--- src/rtl/cnt_checker_sat_counter.sv ---
// sat_counter: saturating event counter, clear wins over increment
module sat_counter #(
  parameter int ERRW = 8
) (
  input  logic            CLK,
  input  logic            RST,
  input  logic            inc,
  input  logic            clr,
  output logic [ERRW-1:0] cnt
);
  always_ff @(posedge CLK or posedge RST)
    if (RST) cnt <= '0;
    else cnt <= clr ? '0 : (inc && !(&cnt)) ? cnt + 1'b1 : cnt;
endmodule

--- config.mk ---
export PLATFORM = sky130hd
export DESIGN_NAME = sat_counter
export DESIGN_NICKNAME = d
export VERILOG_FILES = /design/src/rtl/cnt_checker_sat_counter.sv
export SDC_FILE = /design/constraint.sdc
export NUM_CORES = 1
export LEC_CHECK = 0
export CAP_MARGIN = 20
export CORE_AREA = 2 2 39 41
export CTS_BUF_LIST = sky130_fd_sc_hd__clkbuf_2 sky130_fd_sc_hd__clkbuf_4 sky130_fd_sc_hd__clkbuf_8
export CTS_CLUSTER_DIAMETER = 120
export CTS_CLUSTER_SIZE = 30
export DETAILED_ROUTE_END_ITERATION = 16
export DIE_AREA = 0 0 41 43
export PLACE_DENSITY = 0.7
export SYNTH_ARGS = -nofsm -noshare
export SYNTH_HDL_FRONTEND = slang
export SYNTH_SLANG_ARGS = --single-unit
--- constraint.sdc ---
create_clock -name CLK -period 4.3 [get_ports CLK]
set_clock_uncertainty 0.15 [all_clocks]
set_input_delay 0.86 -clock CLK [delete_from_list [all_inputs] [get_ports CLK]]
set_output_delay 0.86 -clock CLK [all_outputs]
set_load 0.01 [all_outputs]
* Word-level counts from Yosys, hierarchy flattened
Cells that the tools add are included.
** Storage, ports and cells
- Register bits :: 8
- Bits in writable memories :: 0
- Latch bits :: 0
- Bits in read-only memories :: 0
- Output and inout port bits :: 8
- Word-level logic and storage cells :: 8
- Memories :: 0
** Cells by class
- Reductions and logical operators :: 4
- $mul :: 0
- $lt $le $gt $ge :: 0
- Bitwise operators :: 0
- Muxes and demuxes :: 2
- Equality and inequality tests :: 0
- Div/mod/pow operators :: 0
- Shift-type cells :: 0
- Add/subtract/negate cells :: 1
** Operators by type and width (number)
- $mux W8 :: 2
- $add A8 B1 Y8 const B :: 1
- $reduce_and A8 Y1 :: 1
- $reduce_bool A2 Y1 :: 1
- $logic_and A1 B1 Y1 :: 1
- $logic_not A1 Y1 :: 1

* Longest topological paths before layout
Gate-level depths: netlist (run 1).
- Depth in word-level cells :: 5
- Depth in mapped cells :: 4

* Worst setup path after synthesis (run 1)
OpenSTA, ideal clock, no wires.
- Kind :: input-to-reg
- From :: in inc
- To :: reg cnt[5]
- Data required time :: 4.022 ns
- Path buffers :: 0
- Arrival time :: 1.645 ns
- Cell stages on the path :: 3
- Path slack :: 2.378 ns
- Library setup time :: 0.128 ns
- Cell sequence :: nand4_2 a2111oi_4 mux2_1
** Between the ends
- Word-level cells in the longest chain between the ends :: 2
** Ends and longest elaborated chain
- start, declared :: RTL line 7 : input logic inc,
- $logic_and A1 B1 Y1 :: RTL line 13 : else cnt <= clr ? '0 : (inc && !(&cnt)) ? cnt + 1'b1 : cnt;
- $reduce_bool A2 Y1 (no line)
- end signal, assigned :: RTL line 13
- end, declared :: RTL line 9 : output logic [ERRW-1:0] cnt
Every way passes these cells.
A chain may end at the register's enable or synchronous reset.

* Worst setup path after layout (run 1)
Same ends and word-level chain as after synthesis.

==> impl_metrics.tcl, run 1 <==
set metrics [dict create \
    status "complete, no violations" \
    regMostFlops "cnt" \
    crit_fanout 7 \
    grt_setup_unrepaired "false" \
    clk_path_buf_depth 2 \
    critPathTopFamily "buffers and inverters" \
    fin_crit_ns 2.34 \
    clock_latency_ns 0.25 \
    slew_headroom_pct 74.9 \
    worstPathArrival_ns 2.32 \
    worstHoldStart "cnt[6]$_DFFE_PP0P_" \
    powerDensity_nw_per_um2 246 \
    start_util_pct 34.5 \
    cts_hold_buf 0 \
    reg2reg_depth 4 \
    hold-path-cell-count 1 \
    grt_start_max_net_pins 12 \
    root_buffer "clkbuf_4" \
    syn_avg_cell_area_um2 10.2 \
    hold_viol 0 \
    dpl_worst_slack_ns 1.71 \
    ant_nets 0 \
    first_iter_violations 8 \
    ys_seq_elements 8 \
    cts_buffers 3 \
    vias 419 \
    synth_top_family_by_area "simple AND/OR/NAND/NOR gates" \
    cts_tree "done" \
    cap_violations 0 \
    overflow 0 \
    synth.distinct_cells 26 \
    cp-startpoint "inc" \
    slowest_stage "clkdlybuf4s50_1" \
    final-setup-viol-count 0 \
    clkTransAtPathRegs_ns 0.06 \
    worstSetupEndpointType "register" \
    diodes 0 \
    cts_setup_buffers 0 \
    ir_drop_v 0.000119 \
    cp_cell_sequence "clkdlybuf4s50_1 -> nand4_2 -> a2111oi_4 -> mux2_1" \
    syn_to_final_growth_pct 31.2 \
    netlist_instances 47 \
    worst_hold_path.endpoint "cnt[6]$_DFFE_PP0P_" \
    finalCritPeriodShare_pct 54.5 \
    crit_type "in -> reg" \
    synth_edf_count 0 \
    drt_first_pass_iters 4 \
    core_um2 1380 \
    place_congestion 0.705 \
    cts.sinks 8 \
    synthSimpleGateAreaFrac_pct 26.4 \
    synthesis.nets 52 \
    viasPerCell 5.51 \
    seq_area_frac_synth_pct 41.9 \
    async_flop_share_pct 100 \
    rrSetupSlack_ns 2.42 \
    antenna_found_initial 0 \
    timing.rr.start "cnt[0]$_DFFE_PP0P_" \
    cts_resized 0 \
    syn_area_um2 478 \
    critical_path_buf_inv_count 1 \
    synth_xor_area_share_pct 0 \
    final_common_cell "clkdlybuf4s50_1" \
    synth_flop_cell "dfrtp_1" \
    fmax_ghz 0.427 \
    wl_per_cell_um 13.1 \
    hp-class "reg -> reg" \
    layout_common_cells "clkdlybuf4s50_1 (11), dfrtp_1 (8), nor2_1 (4)" \
    setup_ws_ns 1.96 \
    grtUsageTotal_pct 14.2 \
    grt_pass1_wl_um 1660 \
    drc 0 \
    start_kind "input port" \
    slew_viol_final 0 \
    drive_gt1_share_pct 13.3 \
    port-buffer-count 11 \
    ios 12 \
    tns_ns 0 \
    biggestRegsByFlops "cnt (8)" \
    dp_hpwl_um 742 \
    h-tree-depth 1 \
    row_count 14 \
    synth.area.mux_share_pct 6.81 \
    grt_pass1_vias 381 \
    yosysWarnings 0 \
    finalNetCount 67 \
    largest_register_ffs 8 \
    synth_fa_ha_area_share_pct 2.62 \
    tightest_slew_ns 0.375 \
    leakagePower_nw 0.251 \
    r2r_end "cnt[5]$_DFFE_PP0P_" \
    wl_um 995 \
    die_x_um 41 \
    die_h_um 43 \
    synth_compound_area_share_pct 19.1 \
    slowest_delay_ns 0.61 \
    cp.required_ns 4.28 \
    die_area_um2 1760 \
]
==> synth_stat cells, types with 2 or more instances <==
library cell	count	area [um2]
nand2_1	2	7.51
nor2b_1	3	18.8
a211oi_1	3	22.5
nor3_1	3	15.0
inv_1	3	11.3
dfrtp_1	8	200
a21oi_1	2	10.0
nor2_1	4	15.0
nand2b_1	2	12.5
==> worst reg2reg max path: cells and delay by family, from the launching register on <==
family	cells	cell delay, ns
compound gates	1	0.29
fa+ha+maj	1	0.27
flops	1	0.43
mux	1	0.34
simple gates	1	0.28
==> power breakdown <==
part	internal [mW]	switching, mW
logic	0.00892	0.00777
clock network	0.0319	0.0255
registers	0.0771	0.00288
total	0.118	0.0361
==> logic make-up after synthesis <==
family | after synthesis
AND/OR/NAND/NOR | 21
multiplexers | 3
flip-flops | 8
adder cells (fa/ha/maj) | 1
AO/OA/AOI/OAI | 10
buffers and inverters | 4
==> worst max-delay path by stage <==
stage	to	slack, ns	cells after the start
2_1_floorplan	cnt[5]$_DFFE_PP0P_	2.38	3
3_3_place_gp	cnt[5]$_DFFE_PP0P_	1.72	4
3_5_place_dp	cnt[5]$_DFFE_PP0P_	1.71	4
4_1_cts	cnt[5]$_DFFE_PP0P_	1.96	4
5_1_grt	cnt[5]$_DFFE_PP0P_	1.90	4
6_report	cnt[5]$_DFFE_PP0P_	1.96	4
==> stage by stage <==
stage	hold slack [ns]	power, mW	area (um2)	utilization (%)	instances
6_report	0.414	0.154	627	45.3	76
4_1_cts	0.410	0.157	627	45.3	76
5_1_grt	0.424	0.164	627	45.3	76
2_1_floorplan	0.397	0.0890	478	-	47
3_5_place_dp	0.400	0.0982	604	43.7	73
3_3_place_gp	0.380	0.0979	604	43.7	73
==> layout make-up <==
cell class                      count  area (um2)
Tap cell                           16        20.0
Inverter                            3        11.3
Multi-Input combinational cell     35         263
Timing Repair Buffer               11         110
Fill cell                         140         757
Sequential cell                     8         200
Clock buffer                        3        22.5
==> per-layer routing <==
| layer | vias up | GRT usage [%] | wire length, um |
|---|---|---|---|
| met5 | - | 0 | 0 |
| met2 | 10 | 19.1 | 476 |
| met4 | 0 | 8.00 | 25 |
| li1 | 204 | - | - |
| met1 | 201 | 19.3 | 454 |
| met3 | 4 | 4.71 | 38 |
Note: power is estimated with default switching activity, not from simulation.
==> run 2: changes to the inputs <==
--- a/config.mk
+++ b/config.mk
@@ -12,7 +12,7 @@
 export CTS_CLUSTER_SIZE = 30
 export DETAILED_ROUTE_END_ITERATION = 16
 export DIE_AREA = 0 0 41 43
-export PLACE_DENSITY = 0.7
+export PLACE_DENSITY = 0.73
 export SYNTH_ARGS = -nofsm -noshare
 export SYNTH_HDL_FRONTEND = slang
 export SYNTH_SLANG_ARGS = --single-unit
==> constraint.sdc (replaced) <==
create_clock -name CLK -period 2.12 [get_ports CLK]
set_clock_uncertainty 0.15 [all_clocks]
set_input_delay 0.424 -clock CLK [delete_from_list [all_inputs] [get_ports CLK]]
set_output_delay 0.424 -clock CLK [all_outputs]
set_load 0.01 [all_outputs]
==> run 2 against run 1 <==
Effect of this change:
- sequential power grew 100%
- worst setup slack worse by 1.7 ns
- core utilization increased by 0.54 points
- via count is 1.9% higher
- wire length increased by 1.7%
- largest cell class unchanged
- cell count up 1.3%
- die area unchanged
- design area up 1.2%
- sequential cell count unchanged
- clock power rose by 100%
==> impl_metrics.tcl, run 2 (synthesis gave the netlist of run 1 again) <==
set metrics [dict create \
    worstPathArrival_ns 1.89 \
    num-fill-cells 134 \
    cts_buffers 3 \
    hold_viol 0 \
    root_buffer "clkbuf_4" \
    first_iter_violations 3 \
    place_congestion 0.754 \
    crit_fanout 6 \
    worstSetupEndpointType "register" \
    ant_nets 0 \
    reg2reg_depth 4 \
    grt_pass1_wl_um 1710 \
    clock_latency_ns 0.25 \
    critical_path_buf_inv_count 0 \
    antenna_found_initial 0 \
    grt_start_max_net_pins 12 \
    regMostFlops "cnt" \
    final-setup-viol-count 0 \
    powerDensity_nw_per_um2 495 \
    slowest_stage "dfrtp_1" \
    die_area_um2 1760 \
    drt_first_pass_iters 4 \
    cts_hold_buf 0 \
    p_sw_mw 0.0735 \
    syn_to_final_growth_pct 32.7 \
    grt_setup_unrepaired "false" \
    cts_tree "done" \
    crit_type "reg -> reg" \
    intPower_mw 0.240 \
    finalCritPeriodShare_pct 90.0 \
    cts_setup_buffers 0 \
    start_util_pct 34.5 \
    hp-class "in -> async" \
    tns_ns 0 \
    grt_pass1_vias 411 \
    holdWs_ns 0.265 \
    switching_share_pct 23.4 \
    fmax_ghz 0.524 \
    h-tree-depth 1 \
    cts_resized 0 \
    cp.required_ns 2.10 \
    ios 12 \
    start_kind "register" \
    core_um2 1380 \
    clkPwrFrac_pct 37.0 \
    drive_gt1_share_pct 14.8 \
    grtUsageTotal_pct 14.6 \
    utilization_pct 45.8 \
    regArea_um2 200 \
    diodes 0 \
    port-buffer-count 11 \
    clkTransAtPathRegs_ns 0.05 \
    layout_common_cells "clkdlybuf4s50_1 (11), dfrtp_1 (8), nor2_1 (4)" \
    critPathTopFamily "flip-flops" \
    viasPerCell 5.55 \
    wl_per_cell_um 13.1 \
    worstSetupPathDepth 4 \
    final_common_cell "clkdlybuf4s50_1" \
    slowest_delay_ns 0.44 \
    power_frac_comb_pct 11.1 \
    vias 427 \
    p_seq_share_pct 51.9 \
    overflow 0 \
    dp_hpwl_um 765 \
    fin_cells 77 \
    dp_cells 74 \
    tightest_slew_ns 0.371 \
    finalNetCount 68 \
    cp_cell_sequence "ha_1 -> and3_2 -> a2111oi_4 -> mux2_1" \
    fin_crit_ns 1.91 \
    leakagePower_nw 0.255 \
    status "complete, no violations" \
    slew_headroom_pct 75.2 \
    cts.sinks 8 \
    row_count 14 \
    ir_drop_v 0.000245 \
    largest_register_ffs 8 \
    wl_um 1010 \
    die_h_um 43 \
    drc 0 \
    multi_input_area_um2 263 \
    clk_path_buf_depth 2 \
    die_x_um 41 \
    cap_violations 0 \
    slew_viol_final 0 \
    biggestRegsByFlops "cnt (8)" \
]
==> run 2: cell types whose count changed in the layout (fill, tap and decap cells not counted), sizes merged <==
| cell | previous run | this run |
|---|---|---|
| buf | 0 | 1 |
==> run 2: metal layers <==
layer | track usage, % | vias up | wire length [um]
met4 | 10.0 | 0 | 36
li1 | - | 208 | -
met2 | 22.5 | 14 | 502
met5 | 0 | - | 0
met1 | 17.0 | 199 | 423
met3 | 3.14 | 6 | 50
==> run 2: stage by stage <==
stage | area (um2) | worst slack (ns) | power [mW]
after detailed placement | 612 | 0.0344 | 0.200
after global placement | 612 | 0.111 | 0.200
final | 634 | 0.211 | 0.314
after CTS | 634 | 0.215 | 0.317
after global routing | 634 | 0.136 | 0.327
after floorplan | 478 | 0.283 | 0.181
==> run 2: final timing paths <==
check	end	slack [ns]	startpoint
max in group asynchronous	cnt[7]$_DFFE_PP0P_	1.32	RST
hold / removal	cnt[4]$_DFFE_PP0P_	0.27	RST
setup / recovery	cnt[5]$_DFFE_PP0P_	0.21	cnt[0]$_DFFE_PP0P_
setup reg to reg	cnt[5]$_DFFE_PP0P_	0.21	cnt[0]$_DFFE_PP0P_
min in group CLK	cnt[6]$_DFFE_PP0P_	0.38	cnt[6]$_DFFE_PP0P_
hold reg to reg	cnt[6]$_DFFE_PP0P_	0.38	cnt[6]$_DFFE_PP0P_
==> run 2: final cells by class <==
class / count / area share [%]
Tap cell: 16 / 3.16
Multi-Input combinational cell: 35 / 41.4
Sequential cell: 8 / 31.6
Timing Repair Buffer: 12 / 18.5
Clock buffer: 3 / 3.55
Inverter: 3 / 1.78
==> run 2: power groups by stage <==
stage / clock, mW / combinational [mW] / sequential [mW]
2_1_floorplan: 0 / 0.0149 / 0.166
3_3_place_gp: 0 / 0.0348 / 0.166
3_5_place_dp: 0 / 0.0352 / 0.165
4_1_cts: 0.119 / 0.0354 / 0.163
5_1_grt: 0.125 / 0.0389 / 0.163
6_report: 0.116 / 0.0349 / 0.163
==> run 2: worst register-to-register path: stages (launching register included) <==
cell	delay (ns)
dfrtp_1	0.44
ha_1	0.26
and3_2	0.27
a2111oi_4	0.30
mux2_1	0.36
